## src/rtl/lutnet_table_loader.sv

```systemverilog
// Runtime-loadable LUT neuron: accepts the truth table as a stream of config words,
// then serves registered single-cycle lookups once the full table has been framed correctly.
module lutnet_table_loader #(
  parameter int unsigned IN_BITS  = 8,
  parameter int unsigned OUT_BITS = 1,
  parameter int unsigned CFG_W    = 32
) (
  input  logic                clk,
  input  logic                rst,
  input  logic                cfg_start,
  input  logic                cfg_valid,
  output logic                cfg_ready,
  input  logic [CFG_W-1:0]    cfg_data,
  input  logic                cfg_last,
  input  logic                in_valid,
  input  logic [IN_BITS-1:0]  in_data,
  output logic                out_valid,
  output logic [OUT_BITS-1:0] out_data,
  output logic                table_valid,
  output logic                cfg_err
);

  localparam int unsigned Depth  = 2 ** IN_BITS;
  localparam int unsigned Epw    = CFG_W / OUT_BITS;
  localparam int unsigned NWords = Depth / Epw;
  localparam int unsigned CntW   = (NWords > 1) ? $clog2(NWords) : 1;
  localparam logic [CntW-1:0] LastWord = CntW'(NWords - 1);

  typedef enum logic [1:0] {StIdle, StLoad, StActive, StErr} state_e;

  state_e                     state_q;
  logic [CntW-1:0]            cnt_q;
  logic [Depth*OUT_BITS-1:0]  tbl_q;
  logic                       accept;
  logic [OUT_BITS-1:0]        rd_data;

  // cfg_ready is a registered copy of (state == LOAD), so it doubles as the load qualifier.
  assign accept  = cfg_valid & cfg_ready & ~cfg_start;
  assign rd_data = tbl_q[in_data * OUT_BITS +: OUT_BITS];

  // Table storage has no reset so it maps onto distributed RAM.
  always_ff @(posedge clk) begin
    if (accept) begin
      tbl_q[cnt_q * CFG_W +: CFG_W] <= cfg_data;
    end
  end

  always_ff @(posedge clk or posedge rst) begin
    if (rst) begin
      state_q     <= StIdle;
      cnt_q       <= '0;
      cfg_ready   <= 1'b0;
      table_valid <= 1'b0;
      cfg_err     <= 1'b0;
      out_valid   <= 1'b0;
      out_data    <= '0;
    end else begin
      out_valid <= 1'b0;
      if (in_valid && (state_q == StActive) && !cfg_start) begin
        out_valid <= 1'b1;
        out_data  <= rd_data;
      end

      if (cfg_start) begin
        state_q     <= StLoad;
        cnt_q       <= '0;
        cfg_ready   <= 1'b1;
        table_valid <= 1'b0;
        cfg_err     <= 1'b0;
      end else begin
        unique case (state_q)
          StLoad: begin
            if (accept) begin
              if (cnt_q == LastWord && cfg_last) begin
                state_q     <= StActive;
                cfg_ready   <= 1'b0;
                table_valid <= 1'b1;
              end else if (cnt_q == LastWord || cfg_last) begin
                // Framing error: short table or missing terminator.
                state_q   <= StErr;
                cfg_ready <= 1'b0;
                cfg_err   <= 1'b1;
              end else begin
                cnt_q <= cnt_q + 1'b1;
              end
            end
          end
          default: ;
        endcase
      end
    end
  end

endmodule

```

## config.mk

```make
export PLATFORM = sky130hd
export DESIGN_NAME = lutnet_table_loader
export DESIGN_NICKNAME = d
export VERILOG_FILES = /design/src/rtl/lutnet_table_loader.sv
export SDC_FILE = /design/constraint.sdc
export NUM_CORES = 1
export LEC_CHECK = 0
export ABC_AREA = 1
export CORE_MARGIN = 4
export CORE_UTILIZATION = 30
export DETAILED_ROUTE_END_ITERATION = 7
export PLACE_DENSITY = 0.47
export SYNTH_ARGS = -nofsm -noshare
export SYNTH_HDL_FRONTEND = slang
export SYNTH_SLANG_ARGS = --single-unit
```

## constraint.sdc

```tcl
create_clock -name clk -period 16.8 [get_ports clk]
set_input_delay 2.52 -clock clk [delete_from_list [all_inputs] [get_ports clk]]
set_output_delay 2.52 -clock clk [all_outputs]
set_load 0.01 [all_outputs]
```

After elaboration in Yosys (flattened, before gate mapping)
Cells that the tools add are included.
W data, S select, Z words.
{"block": "word_totals", "output_inout_bits": 5, "register_bits": 266, "in_bits": 46, "elab_cells": 61}
{"block": "op_classes", "muxes": 26, "eq_ne": 5, "n_reduce_logical": 14, "shift": 3, "addsub": 2, "n_bitwise": 3}
{"op": "$bwmux W256", "n": 1}
{"op": "$shift A32 B34 Y256 const A", "n": 1}
{"op": "$shiftx A256 B9 Y1", "n": 1}
{"op": "$shiftx A32 B34 Y256", "n": 1}
{"op": "$neg A8 Y34", "n": 1}
{"op": "$mux W1", "n": 15}
{"op": "$mux W3", "n": 5}
{"op": "$mux W2", "n": 5}
{"op": "$reduce_and A4 Y1", "n": 2}
{"op": "$reduce_bool A2 Y1", "n": 4}
{"op": "$reduce_and A3 Y1", "n": 2}
{"op": "$ne A2 B2 Y1 const B", "n": 2}
{"op": "$add A3 B1 Y3 const B", "n": 1}
{"op": "$eq A3 B3 Y1 const B", "n": 1}
{"op": "$logic_and A1 B1 Y1", "n": 3}
{"op": "$reduce_bool A3 Y1", "n": 1}
{"op": "$and A1 B1 Y1", "n": 2}
{"op": "$eq A2 B1 Y1 const B", "n": 1}
{"op": "$eq A2 B2 Y1 const B", "n": 1}
{"op": "$logic_not A1 Y1", "n": 1}
{"op": "$logic_or A1 B1 Y1", "n": 1}
{"op": "$not A1 Y1", "n": 1}

Longest topological paths before layout
Gate-level depths: netlist of the first run.
{"block": "depth", "ltp_word": 7, "mapped_depth": 15, "depth_no_buf": 13}

Least setup slack after synthesis of the first run
OpenSTA, ideal clock, no wires.
{"block": "synth_timing", "path_kind": "input port to flip-flop", "startpoint": "input port cfg_start", "endpoint": "register tbl_q[128] (enable)", "slack_ns": 10.308, "arrival_time_ns": 5.991, "path_stages": 3, "path_buffers": 0, "t_required_ns": 16.299, "setup_ns": 0.501, "path_cell_list": "clkinv_1 nand3_1 nor4_1"}
{"block": "synth_via", "elab_chain_cells": 2}
{"item": "start, declared", "line_no": "10", "rtl": "input logic cfg_start,"}
{"item": "$not A1 Y1", "line_no": "38", "rtl": "assign accept = cfg_valid & cfg_ready & ~cfg_start;"}
{"item": "$and A1 B1 Y1", "line_no": "38"}
{"item": "end signal, assigned by index", "line_no": "44", "rtl": "tbl_q[cnt_q * CFG_W +: CFG_W] <= cfg_data;"}
{"item": "end, declared", "line_no": "33", "rtl": "logic [Depth*OUT_BITS-1:0] tbl_q;"}
Every way passes these cells.
A chain may end at the register's enable or synchronous reset.

Worst setup path in the final report of the first run
{"block": "layout_timing", "startpoint": "input port in_data[2]", "endpoint": "register out_data"}
{"block": "layout_via", "elab_chain_cells": 1}
{"item": "start, declared", "line_no": "16", "rtl": "input logic [IN_BITS-1:0] in_data,"}
{"item": "$shiftx A256 B9 Y1", "line_no": "39", "rtl": "assign rd_data = tbl_q[in_data * OUT_BITS +: OUT_BITS];"}
{"item": "end signal, assigned", "line_no": "61", "rtl": "out_data <= rd_data;"}
{"item": "end, declared", "line_no": "18", "rtl": "output logic [OUT_BITS-1:0] out_data,"}
Every way passes these cells.

==> impl_metrics.env, run 1 <==
export IMPL_criticalPathCategory="input port to flop"
export IMPL_startpoint_type="input port"
export IMPL_final_cell_area_sq_um=14600
export IMPL_outcome="finished, final reports clean"
export IMPL_die_y_um=214
export IMPL_synthAdderAreaFrac_pct=0.687
export IMPL_leakage_uw=0.00531
export IMPL_r2r_start="cnt_q[1]$_DFFE_PP0P_"
export IMPL_cts_resized=0
export IMPL_hold_end="table_valid$_DFFE_PP0P_"
export IMPL_die_area_sq_um=45900
export IMPL_synthCells=1354
export IMPL_multi_input_area_sq_um=4000
export IMPL_min_path_cells=1
export IMPL_maxCapViolations=0
export IMPL_syn_cell_area_sq_um=12800
export IMPL_cts_tree="yes"
export IMPL_synth_seq_cells=266
export IMPL_clk_latency_ps=550
export IMPL_clockBufferDepth=3
export IMPL_place_area_sq_um=13500
export IMPL_hp_start="table_valid$_DFFE_PP0P_"
export IMPL_setup_violations=0
export IMPL_finalSetupTns_ps=0
export IMPL_synthFlopType="edfxtp_1"
export IMPL_power_total_uw=1710
export IMPL_rows=75
export IMPL_cts_clk_slew_worst_paths_ps=60
export IMPL_rsz0062_at_grt="no"
export IMPL_crit_path_max_fanout=33
export IMPL_cts_root_buf="clkbuf_16"
export IMPL_gp_congestion=0.775
export IMPL_fmax_ghz=0.197
export IMPL_cts_sinks=266
export IMPL_die_x_um=214
export IMPL_cp_end_kind="flop"
export IMPL_holdBufCountCts=0
export IMPL_post_cts_buffers=0
export IMPL_gr_total_overflow=0
export IMPL_ys_seq_area_share_pct=62.2
export IMPL_yosys_warnings=0
export IMPL_irDropWorstVdd_v=0.0000789
export IMPL_drc=0
export IMPL_rr_worst_depth=11
export IMPL_finalClockSkew_ps=13.2
export IMPL_drtIter0Drc=688
export IMPL_synth_edf_count=256
export IMPL_grt_max_degree=71
export IMPL_h_tree_depth=1
export IMPL_syn_to_final_growth_pct=14.4
export IMPL_synth_xor_area_share_pct=0
export IMPL_fin_util_pct=34.8
export IMPL_synth_compound_area_share_pct=0.412
export IMPL_slew_violations=0
export IMPL_syn_avg_cell_area_sq_um=9.42
export IMPL_numCtsBuffers=31
export IMPL_wl_um=37100
export IMPL_r2r_end="tbl_q[144]$_DFFE_PP_"
export IMPL_layout_min_cycle_time_ps=5080
export IMPL_worst_slew_pin_slew_ps=1160
export IMPL_io_pins=51
export IMPL_max_slew_margin_rel_pct=22.6
export IMPL_ys_types=22
export IMPL_grt_pass1_wl_um=57800
export IMPL_grt_pass1_vias=9775
export IMPL_grt_usage_pct=15.9
export IMPL_antenna_cells=0
export IMPL_yosys_area_share_simple_pct=29.9
export IMPL_firstDrtPassIters=5
export IMPL_vias=9531
export IMPL_fin_crit_sh_pct=30.2
export IMPL_drive_gt1_share_pct=5.91
export IMPL_power_density_nw_per_um2=117
export IMPL_synth_top_family_by_area="simple AND/OR/NAND/NOR gates"
export IMPL_core_sq_um=41900
export IMPL_nNetsFinal=1417
export IMPL_ant_nets=0
export IMPL_hp_class="flop to flop"
export IMPL_fillers=4299
export IMPL_grt_antenna_before_repair=0
export IMPL_holdWs_ps=496
export IMPL_wl_per_cell_um=19.3
export IMPL_async_flop_share_pct=3.76
export IMPL_synth_fp_nets=1407
export IMPL_synth_mux_area_share_pct=0
export IMPL_ff2ff_setup_slack_ps=12710
export IMPL_place_port_buffers=50
export IMPL_crit_arrival_ps=5510
export IMPL_seq_area_sq_um=7940
export IMPL_crit_required_ps=17230
export IMPL_vias_per_cell=4.95
export IMPL_dp_hpwl_um=22500
export IMPL_hold_violations=0
export IMPL_start_util_pct=30.4
cells by family after synthesis:
group | Yosys count
AND/OR/NAND/NOR | 900
flip-flops | 266
buffers and inverters | 172
AO/OA/AOI/OAI | 9
adder cells (fa/ha/maj) | 7
metal layers:
metal | up-vias | track usage (%) | wire, um
li1 | 4578 | - | -
met1 | 4655 | 21.3 | 16500
met2 | 238 | 27.1 | 17800
met3 | 60 | 2.01 | 1670
met4 | 0 | 4.60 | 1080
met5 | - | 0 | 0
sequential cells by signal, summed over array words and instances, names as in the netlist:
| register | count |
|---|---|
| out_data | 1 |
| tbl_q | 256 |
| cfg_ready | 1 |
| out_valid | 1 |
| cnt_q | 3 |
| table_valid | 1 |
| state_q | 2 |
| cfg_err | 1 |
how the worst max path moves through the flow:
stage                     cells past startpoint  slack (ps)                   end  startpoint
after detailed placement                     13       11290  out_data$_DFFE_PP0P_  in_data[2]
final                                        14       11720  out_data$_DFFE_PP0P_  in_data[2]
after CTS                                    13       11880  out_data$_DFFE_PP0P_  in_data[2]
after global placement                       13       11260  out_data$_DFFE_PP0P_  in_data[2]
after global routing                         14       11590  out_data$_DFFE_PP0P_  in_data[2]
after floorplan                               3       10310  tbl_q[128]$_DFFE_PP_   cfg_start
cell usage in the layout, fill, tap and decap left out, drive strengths merged:
cell type      count
nor2             251
nand4              1
o21a               2
dfrtp             10
edfxtp           256
o21ai              4
buf               23
a21oi              2
clkbuf            33
nor4               1
or2                1
clkinv            19
nor3              40
clkdlybuf4s50     48
nand3            300
o211ai             1
nand2            306
inv               75
ha                 7
clkinvlp           2
bufinv             5
power by group:
group	switching (uW)	internal, uW
combinational	223	58.7
clock	271	410
sequential	4.08	743
synthesized netlist by cell type (2+ instances only):
| cell type | instances | area, sq um |
|---|---|---|
| dfrtp_1 | 10 | 250 |
| inv_2 | 4 | 15.0 |
| o21a_1 | 2 | 15.0 |
| a21oi_1 | 2 | 10.0 |
| nor2_1 | 251 | 942 |
| nand2_1 | 306 | 1150 |
| buf_6 | 24 | 270 |
| nor3_1 | 40 | 200 |
| edfxtp_1 | 256 | 7690 |
| clkbuf_1 | 31 | 116 |
| buf_1 | 13 | 48.8 |
| clkinv_1 | 2 | 7.51 |
| ha_1 | 7 | 87.6 |
| inv_1 | 72 | 270 |
| nand3_1 | 300 | 1500 |
| o21ai_0 | 4 | 20.0 |
| buf_4 | 4 | 30.0 |
| buf_2 | 22 | 110 |
worst max-delay path, cell delays in order:
cell	delay, ps
clkdlybuf4s50_1	450
buf_4	440
clkinv_1	750
buf_16	410
nand3_1	90
nand3_1	80
nand3_1	210
nand3_1	150
nand2_1	90
nand2_1	50
nand3_1	70
nand2_1	60
nand2_1	50
nand2_1	40
area by class of cell:
class                           count  share of cell area [%]
Tap cell                          539                    4.62
Multi-Input combinational cell    916                    27.4
Clock buffer                       33                    5.37
Sequential cell                   266                    54.4
Timing Repair Buffer               71                    4.60
Clock inverter                     23                    1.60
Inverter                           78                    2.02
metrics by stage:
stage,cells,setup slack [ps]
4_1_cts,1925,11880
3_5_place_dp,1869,11290
6_report,1926,11720
2_1_floorplan,1354,10310
3_3_place_gp,1869,11260
5_1_grt,1926,11590
Power figures use the tool's default switching activity.
==> run 2: changes to the inputs <==
clock period = 4.7 ns   (was 16.8 ns; I/O delays follow)
==> run 2 against run 1 <==
Net effect:
- largest power group unchanged
- non-clock buffer count up 3
- clock power increased to 3.2 times the previous value
- register-to-register slack got worse by 11000 ps
- via count shrank 1.4%
- clock skew grew 13 ps
- sequential power increased to 3.6 times the previous value
- utilization decreased by 0.26 points
==> impl_metrics.env, run 2 (synthesis results as in run 1) <==
export IMPL_place_port_buffers=50
export IMPL_vias=9395
export IMPL_clockBufferDepth=3
export IMPL_grt_usage_pct=15.8
export IMPL_gp_congestion=0.829
export IMPL_wl_um=36900
export IMPL_post_cts_buffers=0
export IMPL_start_util_pct=30.4
export IMPL_final_cell_mix="nand2_1, nand3_1, edfxtp_1"
export IMPL_top_register="tbl_q"
export IMPL_syn_to_final_growth_pct=13.5
export IMPL_grt_pass1_vias=9433
export IMPL_largest_reg_flops=256
export IMPL_finalClockSkew_ps=25.8
export IMPL_die_x_um=214
export IMPL_r2r_start="cnt_q[1]$_DFFE_PP0P_"
export IMPL_slew_violations=0
export IMPL_cts_resized=0
export IMPL_leakage_uw=0.00527
export IMPL_setup_violations=0
export IMPL_drive_gt1_share_pct=5.70
export IMPL_drc=0
export IMPL_rsz0062_at_grt="no"
export IMPL_holdBufCountCts=0
export IMPL_ant_nets=0
export IMPL_max_slew_margin_rel_pct=25.0
export IMPL_irDropWorstVdd_v=0.000276
export IMPL_cp_end_kind="flop"
export IMPL_rows=75
export IMPL_power_total_uw=5850
export IMPL_worst_slew_pin_slew_ps=1120
export IMPL_use_met1_pct=21.9
export IMPL_startpoint_type="flop"
export IMPL_nNetsFinal=1419
export IMPL_crit_path_max_fanout=64
export IMPL_die_y_um=214
export IMPL_crit_arrival_ps=3680
export IMPL_outcome="finished, final reports clean"
export IMPL_fin_util_pct=34.5
export IMPL_h_tree_depth=1
export IMPL_firstDrtPassIters=5
export IMPL_power_density_nw_per_um2=404
export IMPL_die_area_sq_um=45900
export IMPL_finalSetupTns_ps=0
export IMPL_numCtsBuffers=30
export IMPL_top_usage_layer="met2"
export IMPL_maxCapViolations=0
export IMPL_crit_required_ps=4970
export IMPL_core_sq_um=41900
export IMPL_final_common_cell="nand2_1"
export IMPL_grt_max_degree=73
export IMPL_hold_violations=0
export IMPL_cts_root_buf="clkbuf_16"
export IMPL_hp_class="input port to asynchronous set/reset pin"
export IMPL_cts_tree="yes"
export IMPL_drtIter0Drc=667
export IMPL_grt_pass1_wl_um=57000
export IMPL_antenna_cells=0
export IMPL_vias_per_cell=4.88
export IMPL_criticalPathCategory="flop to flop"
export IMPL_io_pins=51
export IMPL_clk_latency_ps=570
export IMPL_top_regs="tbl_q: 256 flops, cnt_q: 3 flops, state_q: 2 flops"
export IMPL_cp_startpoint="cnt_q[1]$_DFFE_PP0P_"
export IMPL_cts_sinks=266
export IMPL_grt_antenna_before_repair=0
export IMPL_gr_total_overflow=0
export IMPL_fmax_ghz=0.293
export IMPL_met2_usage_pct=26.7
export IMPL_grt_use_met3_pct=1.73
export IMPL_wl_per_cell_um=19.2
export IMPL_layout_min_cycle_time_ps=3410
export IMPL_cts_clk_slew_worst_paths_ps=60
export IMPL_fin_crit_sh_pct=72.6
export IMPL_dp_hpwl_um=22500
-- run 2: cell types whose count changed in the layout (fill, tap and decap cells not counted), moves of 2 or more --
cell        previous run  this run
clkinv_1              13         8
clkbuf_1               2         9
bufinv_16              5         1
buf_4                 21        24
clkinvlp_4             2         0
-- run 2: area by class of cell --
type,count,area (sq um)
Sequential cell,266,7940
Fill cell,4289,27500
Clock buffer,39,785
Timing Repair Buffer,74,686
Multi-Input combinational cell,916,4000
Inverter,78,295
Clock inverter,14,98.8
Tap cell,539,674
-- run 2: path summary, 6_finish.rpt --
check                                               end  slack (ps)  cells after the start
worst max register to register     tbl_q[129]$_DFFE_PP_        1290                     10
min in group clk                table_valid$_DFFE_PP0P_         490                      1
worst min register to register  table_valid$_DFFE_PP0P_         490                      1
max in group asynchronous          cnt_q[0]$_DFFE_PP0P_        3890                      2
worst min-delay path            table_valid$_DFFE_PP0P_         480                      2
worst max-delay path               tbl_q[129]$_DFFE_PP_        1290                     10
-- run 2: power breakdown --
part / internal (uW) / leakage, uW / total, uW / switching, uW
Combinational: 217 / 0.00225 / 1020 / 805
Sequential: 2660 / 0.00258 / 2670 / 14.4
Clock: 1220 / 0.000434 / 2160 / 937
Total: 4090 / 0.00527 / 5850 / 1760
-- run 2: metal layers --
metal / routed length (um) / up-vias
li1: - / 4576
met4: 884 / 0
met2: 17900 / 237
met1: 16400 / 4535
met3: 1720 / 47
met5: 0 / -
-- run 2: stage by stage --
step	std cells	instance area, sq um	hold WS (ps)	worst slack, ps
2_1_floorplan	1354	12800	487	667
3_3_place_gp	1873	13600	491	1320
3_5_place_dp	1873	13600	485	1240
4_1_cts	1926	14500	472	1250
5_1_grt	1926	14500	492	1020
6_report	1926	14500	480	1290
-- run 2: worst max-delay path, stage by stage, from the launching register on --
cell	delay, ps
dfrtp_1	390
inv_1	90
ha_2	180
ha_1	300
inv_2	50
buf_4	370
nor2_1	110
inv_2	590
or2_2	270
buf_4	620
nor3_1	110
